### src/rtl/banner_pkg.sv
// banner_pkg: shared FSM states, colour encodings and glyph ROM for msg_banner_bitmap.
package banner_pkg;
    typedef enum logic [1:0] {IDLE, REVEAL, SHOW} banner_state_t;
    localparam logic [7:0] TRANSPARENT_ENCODING = 8'h00;
    localparam logic [7:0] DEFAULT_INK = 8'hFF;
    localparam int ROM_W = 50;
    localparam int ROM_H = 20;
    localparam int ROM_MSGS = 4;
    typedef logic [ROM_MSGS-1:0][ROM_H-1:0][ROM_W-1:0] rom_t;
    // Diagonal stripe glyphs, phase-shifted per message; column 0 sits in the row MSB, 0 = ink.
    function automatic rom_t build_rom();
        rom_t rom;
        for (int m = 0; m < ROM_MSGS; m++)
            for (int y = 0; y < ROM_H; y++)
                for (int c = 0; c < ROM_W; c++)
                    rom[m][y][ROM_W-1-c] = ((c + 2 * y + m) % 5) != 0;
        return rom;
    endfunction
    localparam rom_t MSG_ROM = build_rom();
endpackage

### src/rtl/banner_glyph_rom.sv
// banner_glyph_rom: combinational glyph lookup with range check; ink=1 on a drawn ROM pixel.
module banner_glyph_rom import banner_pkg::*; #(
    parameter int BMP_W = ROM_W,
    parameter int BMP_H = ROM_H,
    parameter int NUM_MSGS = ROM_MSGS
) (
    input  logic [$clog2(NUM_MSGS)-1:0] msg,
    input  logic [10:0]                 by,
    input  logic [10:0]                 bx,
    output logic                        ink
);
    localparam int CW = $clog2(BMP_W);
    localparam int RW = $clog2(BMP_H);
    logic [ROM_W-1:0] row;
    logic [CW-1:0] col;
    assign row = MSG_ROM[msg][by[RW-1:0]];
    assign col = CW'(BMP_W - 1) - bx[CW-1:0];
    assign ink = (bx < 11'(BMP_W)) && (by < 11'(BMP_H)) && !row[col];
endmodule

### src/rtl/msg_banner_bitmap.sv
// msg_banner_bitmap: scaled glyph banner with frame-paced wipe-in reveal.
// Define BANNER_BLINK_EN to add a frame-counted blink while fully shown.
module msg_banner_bitmap import banner_pkg::*; #(
    parameter int BMP_W = ROM_W,
    parameter int BMP_H = ROM_H,
    parameter int NUM_MSGS = ROM_MSGS,
    parameter int SCALE_LOG2 = 0,
    parameter int REVEAL_STEP = 5
`ifdef BANNER_BLINK_EN
    , parameter int BLINK_FRAMES = 30
`endif
) (
    input  logic                        clk,
    input  logic                        reset,
    input  logic [10:0]                 offsetX,
    input  logic [10:0]                 offsetY,
    input  logic                        InsideRectangle,
    input  logic                        startOfFrame,
    input  logic                        show,
    input  logic [$clog2(NUM_MSGS)-1:0] msg_sel,
    input  logic [7:0]                  color_in,
    output logic [7:0]                  RGBout,
    output logic                        drawingRequest,
    output logic                        revealDone
);
    localparam int CW = $clog2(BMP_W + 1);
    localparam int MW = $clog2(NUM_MSGS);
    banner_state_t state, next_state;
    logic [CW-1:0] reveal_col, col_next, col_step;
    logic [MW-1:0] msg_q;
    logic [10:0] bx, by;
    logic rom_ink, visible, ink;
    logic [7:0] ink_col;

    assign bx = offsetX >> SCALE_LOG2;
    assign by = offsetY >> SCALE_LOG2;
    assign col_step = (int'(reveal_col) + REVEAL_STEP >= BMP_W) ? CW'(BMP_W) : CW'(int'(reveal_col) + REVEAL_STEP);

    banner_glyph_rom #(.BMP_W(BMP_W), .BMP_H(BMP_H), .NUM_MSGS(NUM_MSGS)) u_rom (
        .msg(msg_q),
        .by (by),
        .bx (bx),
        .ink(rom_ink)
    );

    always_ff @(posedge clk or posedge reset)
        if (reset) state <= IDLE;
        else state <= next_state;

    always_comb begin
        next_state = !show ? IDLE :
                     (state == IDLE) ? (REVEAL_STEP == 0 ? SHOW : REVEAL) :
                     (state == REVEAL && reveal_col == CW'(BMP_W)) ? SHOW : state;
        col_next = !show ? '0 :
                   (state == IDLE) ? (REVEAL_STEP == 0 ? CW'(BMP_W) : '0) :
                   (state == SHOW) ? CW'(BMP_W) :
                   startOfFrame ? col_step : reveal_col;
    end

    always_comb begin
        revealDone = (state == SHOW);
        ink = InsideRectangle && rom_ink && (bx < 11'(reveal_col)) && visible;
        ink_col = (color_in == TRANSPARENT_ENCODING) ? DEFAULT_INK : color_in;
    end

    always_ff @(posedge clk or posedge reset)
        if (reset) begin
            reveal_col <= '0;
            msg_q <= '0;
            RGBout <= TRANSPARENT_ENCODING;
        end else begin
            reveal_col <= col_next;
            if (state == IDLE && show) msg_q <= msg_sel;
            RGBout <= ink ? ink_col : TRANSPARENT_ENCODING;
        end

    assign drawingRequest = (RGBout != TRANSPARENT_ENCODING);

`ifdef BANNER_BLINK_EN
    localparam int BW = $clog2(BLINK_FRAMES + 1);
    logic [BW-1:0] blink_cnt;
    // Counter and phase restart whenever the banner is not settled in SHOW.
    always_ff @(posedge clk or posedge reset)
        if (reset) begin
            blink_cnt <= '0;
            visible <= 1'b1;
        end else if (state != SHOW || !show) begin
            blink_cnt <= '0;
            visible <= 1'b1;
        end else if (startOfFrame) begin
            blink_cnt <= (blink_cnt == BW'(BLINK_FRAMES - 1)) ? '0 : blink_cnt + 1'b1;
            if (blink_cnt == BW'(BLINK_FRAMES - 1)) visible <= ~visible;
        end
`else
    assign visible = 1'b1;
`endif
endmodule

### config.mk
export PLATFORM = sky130hd
export DESIGN_NAME = msg_banner_bitmap
export DESIGN_NICKNAME = d
export VERILOG_FILES = /design/src/rtl/banner_pkg.sv /design/src/rtl/banner_glyph_rom.sv /design/src/rtl/msg_banner_bitmap.sv
export SDC_FILE = /design/constraint.sdc
export NUM_CORES = 1
export LEC_CHECK = 0
export ABC_AREA = 1
export CAP_MARGIN = 25
export CORE_ASPECT_RATIO = 1.5
export CORE_MARGIN = 2
export CORE_UTILIZATION = 48
export DETAILED_ROUTE_END_ITERATION = 7
export PLACE_DENSITY = 0.9
export REMOVE_ABC_BUFFERS = 1
export SLEW_MARGIN = 20
export SYNTH_ARGS = -nofsm -noshare
export SYNTH_HDL_FRONTEND = slang
export SYNTH_SLANG_ARGS = --single-unit
### constraint.sdc
create_clock -name clk -period 2.5 [get_ports clk]
set_clock_uncertainty 0.15 [all_clocks]
set_input_delay 0.5 -clock clk [delete_from_list [all_inputs] [get_ports clk]]
set_output_delay 0.5 -clock clk [all_outputs]
set_load 0.05 [all_outputs]
==> out/metrics.yaml <==
outcome: "finished clean"
tritoncts.num_buffers: 3
finalCoreUtilization: 0.746
final-hold-violation-count: 0
wire_per_inst_um: 14.7
final_layout_size_suffix_gt1_frac: 0.207
synthesis.area_mm2: 0.00165
cpMostUsedCell: "sky130_fd_sc_hd__nand2_1"
power_density_mw_per_mm2: 391
max-slew-margin-rel: 0.564
synth.yosys.warnings: 0
required_time_reported_for_the_critical_path_endpoint_ns: 2.49
most_used_cells_in_the_layout_excluding_fill_and_tap_cells: "43 x sky130_fd_sc_hd__clkdlybuf4s50_1, 36 x sky130_fd_sc_hd__nand3_1, 33 x sky130_fd_sc_hd__nand2_1, 33 x sky130_fd_sc_hd__nand3_2, 32 x sky130_fd_sc_hd__nor2_1"
die_height_um: 75.7
drv.max_cap_violation_count: 0
hold_ws_ns: 0.438
synth_async_sr_flop_share: 1.00
cts-root-buf: "sky130_fd_sc_hd__clkbuf_8"
yosys_register_bits: 18
layout_setup_ws_ns: 0.0322
layout_worst_path_cycle_share: 0.987
multi_input_combinational_cell_area_mm2: 0.00124
worst-setup-path-type: "in2reg"
crit_fanout: 8
area_growth_pct: 51.7
syn-mean-instance-area_um2: 6.67
antenna-diode-count: 0
critical_path_buf_inv_count: 2
grt_max_degree: 19
slowest_stage: "sky130_fd_sc_hd__clkdlybuf4s50_1"
first_iter_violations: 100
port_buffers: 46
drcViolationCount: 0
initial_antenna_violation_count: 0
register_area_um2: 450
worst-endpoint-arrival_ns: 2.46
clkTransAtPathRegs_ns: 0.06
fp.coreArea_mm2: 0.00335
vdd.ir_drop.worst_mv: 0.371
switching_power_uw: 353
seq_power_share: 0.337
synth_edf_count: 0
totalWireLength_um: 5170
clock_path_buffers: 2
final_net_count: 356
finalSetupViolations: 0
boundaryPins: 47
dieWidth_um: 51.8
cellLeakagePower_uw: 0.00121
final.min_clock_period_ns: 2.47
power.clock.fraction: 0.240
hold_class: "reg2reg"
core.rowCount: 26
num_vias: 2078
routability_cong: 0.930
synth_ff_type: "sky130_fd_sc_hd__dfrtp_1"
wire_length_of_the_first_global_routing_pass_um: 7010
critical-path-top-delay-family: "simple AND/OR/NAND/NOR gates"
worstSetupStartpointType: "input pin"
total_power_consumption_uw: 977
die_area_mm2: 0.00392
globalRouteOverflowTotal: 0
avgViaCountPerCell: 5.92
worst_reg2reg_startpoint: "msg_q[1]"
power.internal_uw: 624
cts-htree-levels: 1
synth_sequential_area_ratio: 0.274
critical_path.max_stage_delay_ns: 0.45
cts_setup_buffers: 0
drv_slew: 0
floorplan.initialDensity: 0.491
postSynthCellCount: 247
post-place-ws_ns: -0.304
global_route_total_usage_across_every_layer: 0.235
netlist-cell-type-count: 28
cp-end-kind: "flip-flop"
timing_worst_slew_pin_value_ns: 0.654
clock_latency_at_the_later_pin_of_the_worst_skew_pair_ns: 0.25
cts.sinks: 18
layout.cells.most_common: "sky130_fd_sc_hd__clkdlybuf4s50_1"
first_pass_iters: 4
setup.worst_path.start: "offsetY[4]"
tritoncts_clock_tree: "yes"
detailed_place_hpwl_um: 3620
n_fill_cell: 250
timing.hold.worst.start: "msg_q[1]"
via_count_of_the_first_global_routing_pass: 1854
proportion_of_total_power_due_to_net_switching: 0.362
maxClockFrequency_mhz: 405
cp_cell_sequence: "clkdlybuf4s50_1, inv_1, nor2_2, nand4_1, nand3_2, nand3_2, nand2_1, nand2_1, nand3_1, nand2_1, nor2_1, nand2_1, nand3_4, nor2_1"
antenna_violating_nets_post_route: 0
p_comb_frac: 0.422
[power groups by stage]
stage	clock (µW)	combinational [µW]	sequential, µW
3_5_place_dp	0	353	334
3_3_place_gp	0	346	334
4_1_cts	240	356	329
6_report	235	412	330
2_1_floorplan	0	222	330
5_1_grt	249	453	332
[synthesized netlist by cell type, types with 2 or more instances]
master | number | area share
sky130_fd_sc_hd__nand4_1 | 6 | 0.023
sky130_fd_sc_hd__o22ai_1 | 5 | 0.019
sky130_fd_sc_hd__ha_1 | 9 | 0.068
sky130_fd_sc_hd__nor4_1 | 6 | 0.023
sky130_fd_sc_hd__o21ai_0 | 4 | 0.012
sky130_fd_sc_hd__o211ai_1 | 2 | 0.0091
sky130_fd_sc_hd__a21oi_1 | 7 | 0.021
sky130_fd_sc_hd__nand2_1 | 35 | 0.080
sky130_fd_sc_hd__nand3b_1 | 2 | 0.0091
sky130_fd_sc_hd__dfrtp_1 | 18 | 0.27
sky130_fd_sc_hd__nand3_1 | 68 | 0.21
sky130_fd_sc_hd__inv_1 | 28 | 0.064
sky130_fd_sc_hd__nor2_1 | 36 | 0.082
sky130_fd_sc_hd__nor3_1 | 2 | 0.0061
sky130_fd_sc_hd__xor2_1 | 5 | 0.027
sky130_fd_sc_hd__nor2_2 | 2 | 0.0076
[worst reg2reg max path: stages (launching register included)]
cell and delay (ns):
sky130_fd_sc_hd__dfrtp_1 0.41, sky130_fd_sc_hd__o21ai_0 0.35, sky130_fd_sc_hd__nand3_1 0.23, sky130_fd_sc_hd__nand3_2 0.14, sky130_fd_sc_hd__nand3_1 0.10, sky130_fd_sc_hd__nand3_2 0.10, sky130_fd_sc_hd__nand3_1 0.12, sky130_fd_sc_hd__nand3_1 0.11
sky130_fd_sc_hd__nand2_1 0.07, sky130_fd_sc_hd__nand2_1 0.06, sky130_fd_sc_hd__nand3_1 0.07, sky130_fd_sc_hd__nand2_1 0.08, sky130_fd_sc_hd__nor2_1 0.04, sky130_fd_sc_hd__nand2_1 0.09, sky130_fd_sc_hd__nand3_4 0.13, sky130_fd_sc_hd__nor2_1 0.12
[layer usage]
| layer | vias to the layer above | track usage | routed length [µm] |
|---|---|---|---|
| met3 | 31 | 0.0392 | 402 |
| met4 | 0 | 0.149 | 284 |
| met5 | - | 0 | 0 |
| met2 | 136 | 0.467 | 2780 |
| li1 | 982 | - | - |
| met1 | 929 | 0.212 | 1710 |
[worst paths after layout]
| check | cells after the start | slack (ns) | end |
|---|---|---|---|
| max | 14 | 0.03 | RGBout[7] |
| min reg2reg | 2 | 0.44 | msg_q[1] |
| max reg2reg | 15 | 0.06 | RGBout[7] |
| min in group asynchronous | 2 | 0.48 | msg_q[1] |
| max in group asynchronous | 2 | 1.30 | RGBout[6] |
| min | 2 | 0.44 | msg_q[1] |
[state kept, by name, indices dropped and copies added, names as in the netlist]
signal,cells
RGBout,8
msg_q,2
reveal_col,6
state,2
[repair_timing]
action | in CTS | in global routing
pin swaps | 0 | 2
gates resized for setup | 1 | 43
setup endpoints to repair | 8 | 8
hold buffers | 0 | 0
[area by class of cell]
class / instances / area share
Clock buffer: 4 / 0.0220
Inverter: 30 / 0.0556
Multi-Input combinational cell: 198 / 0.495
Tap cell: 42 / 0.0210
Timing Repair Buffer: 59 / 0.226
Sequential cell: 18 / 0.180
[logic make-up after synthesis]
kind of cell             count (synthesis)  synth area share
adder cells (fa/ha/maj)                  9            0.0684
AO/OA/AOI/OAI                           22            0.0783
flip-flops                              18             0.274
AND/OR/NAND/NOR                        161             0.461
XOR/XNOR                                 6            0.0319
buffers and inverters                   31            0.0866
[stage by stage]
stage	instance area, µm²	cells	TNS (ns)
2_1_floorplan	1640	246	0
3_3_place_gp	2250	347	-1.68
3_5_place_dp	2250	347	-2.24
4_1_cts	2310	351	0
5_1_grt	2500	351	-1.31
6_report	2500	351	0
Power figures use the tool's default switching activity.
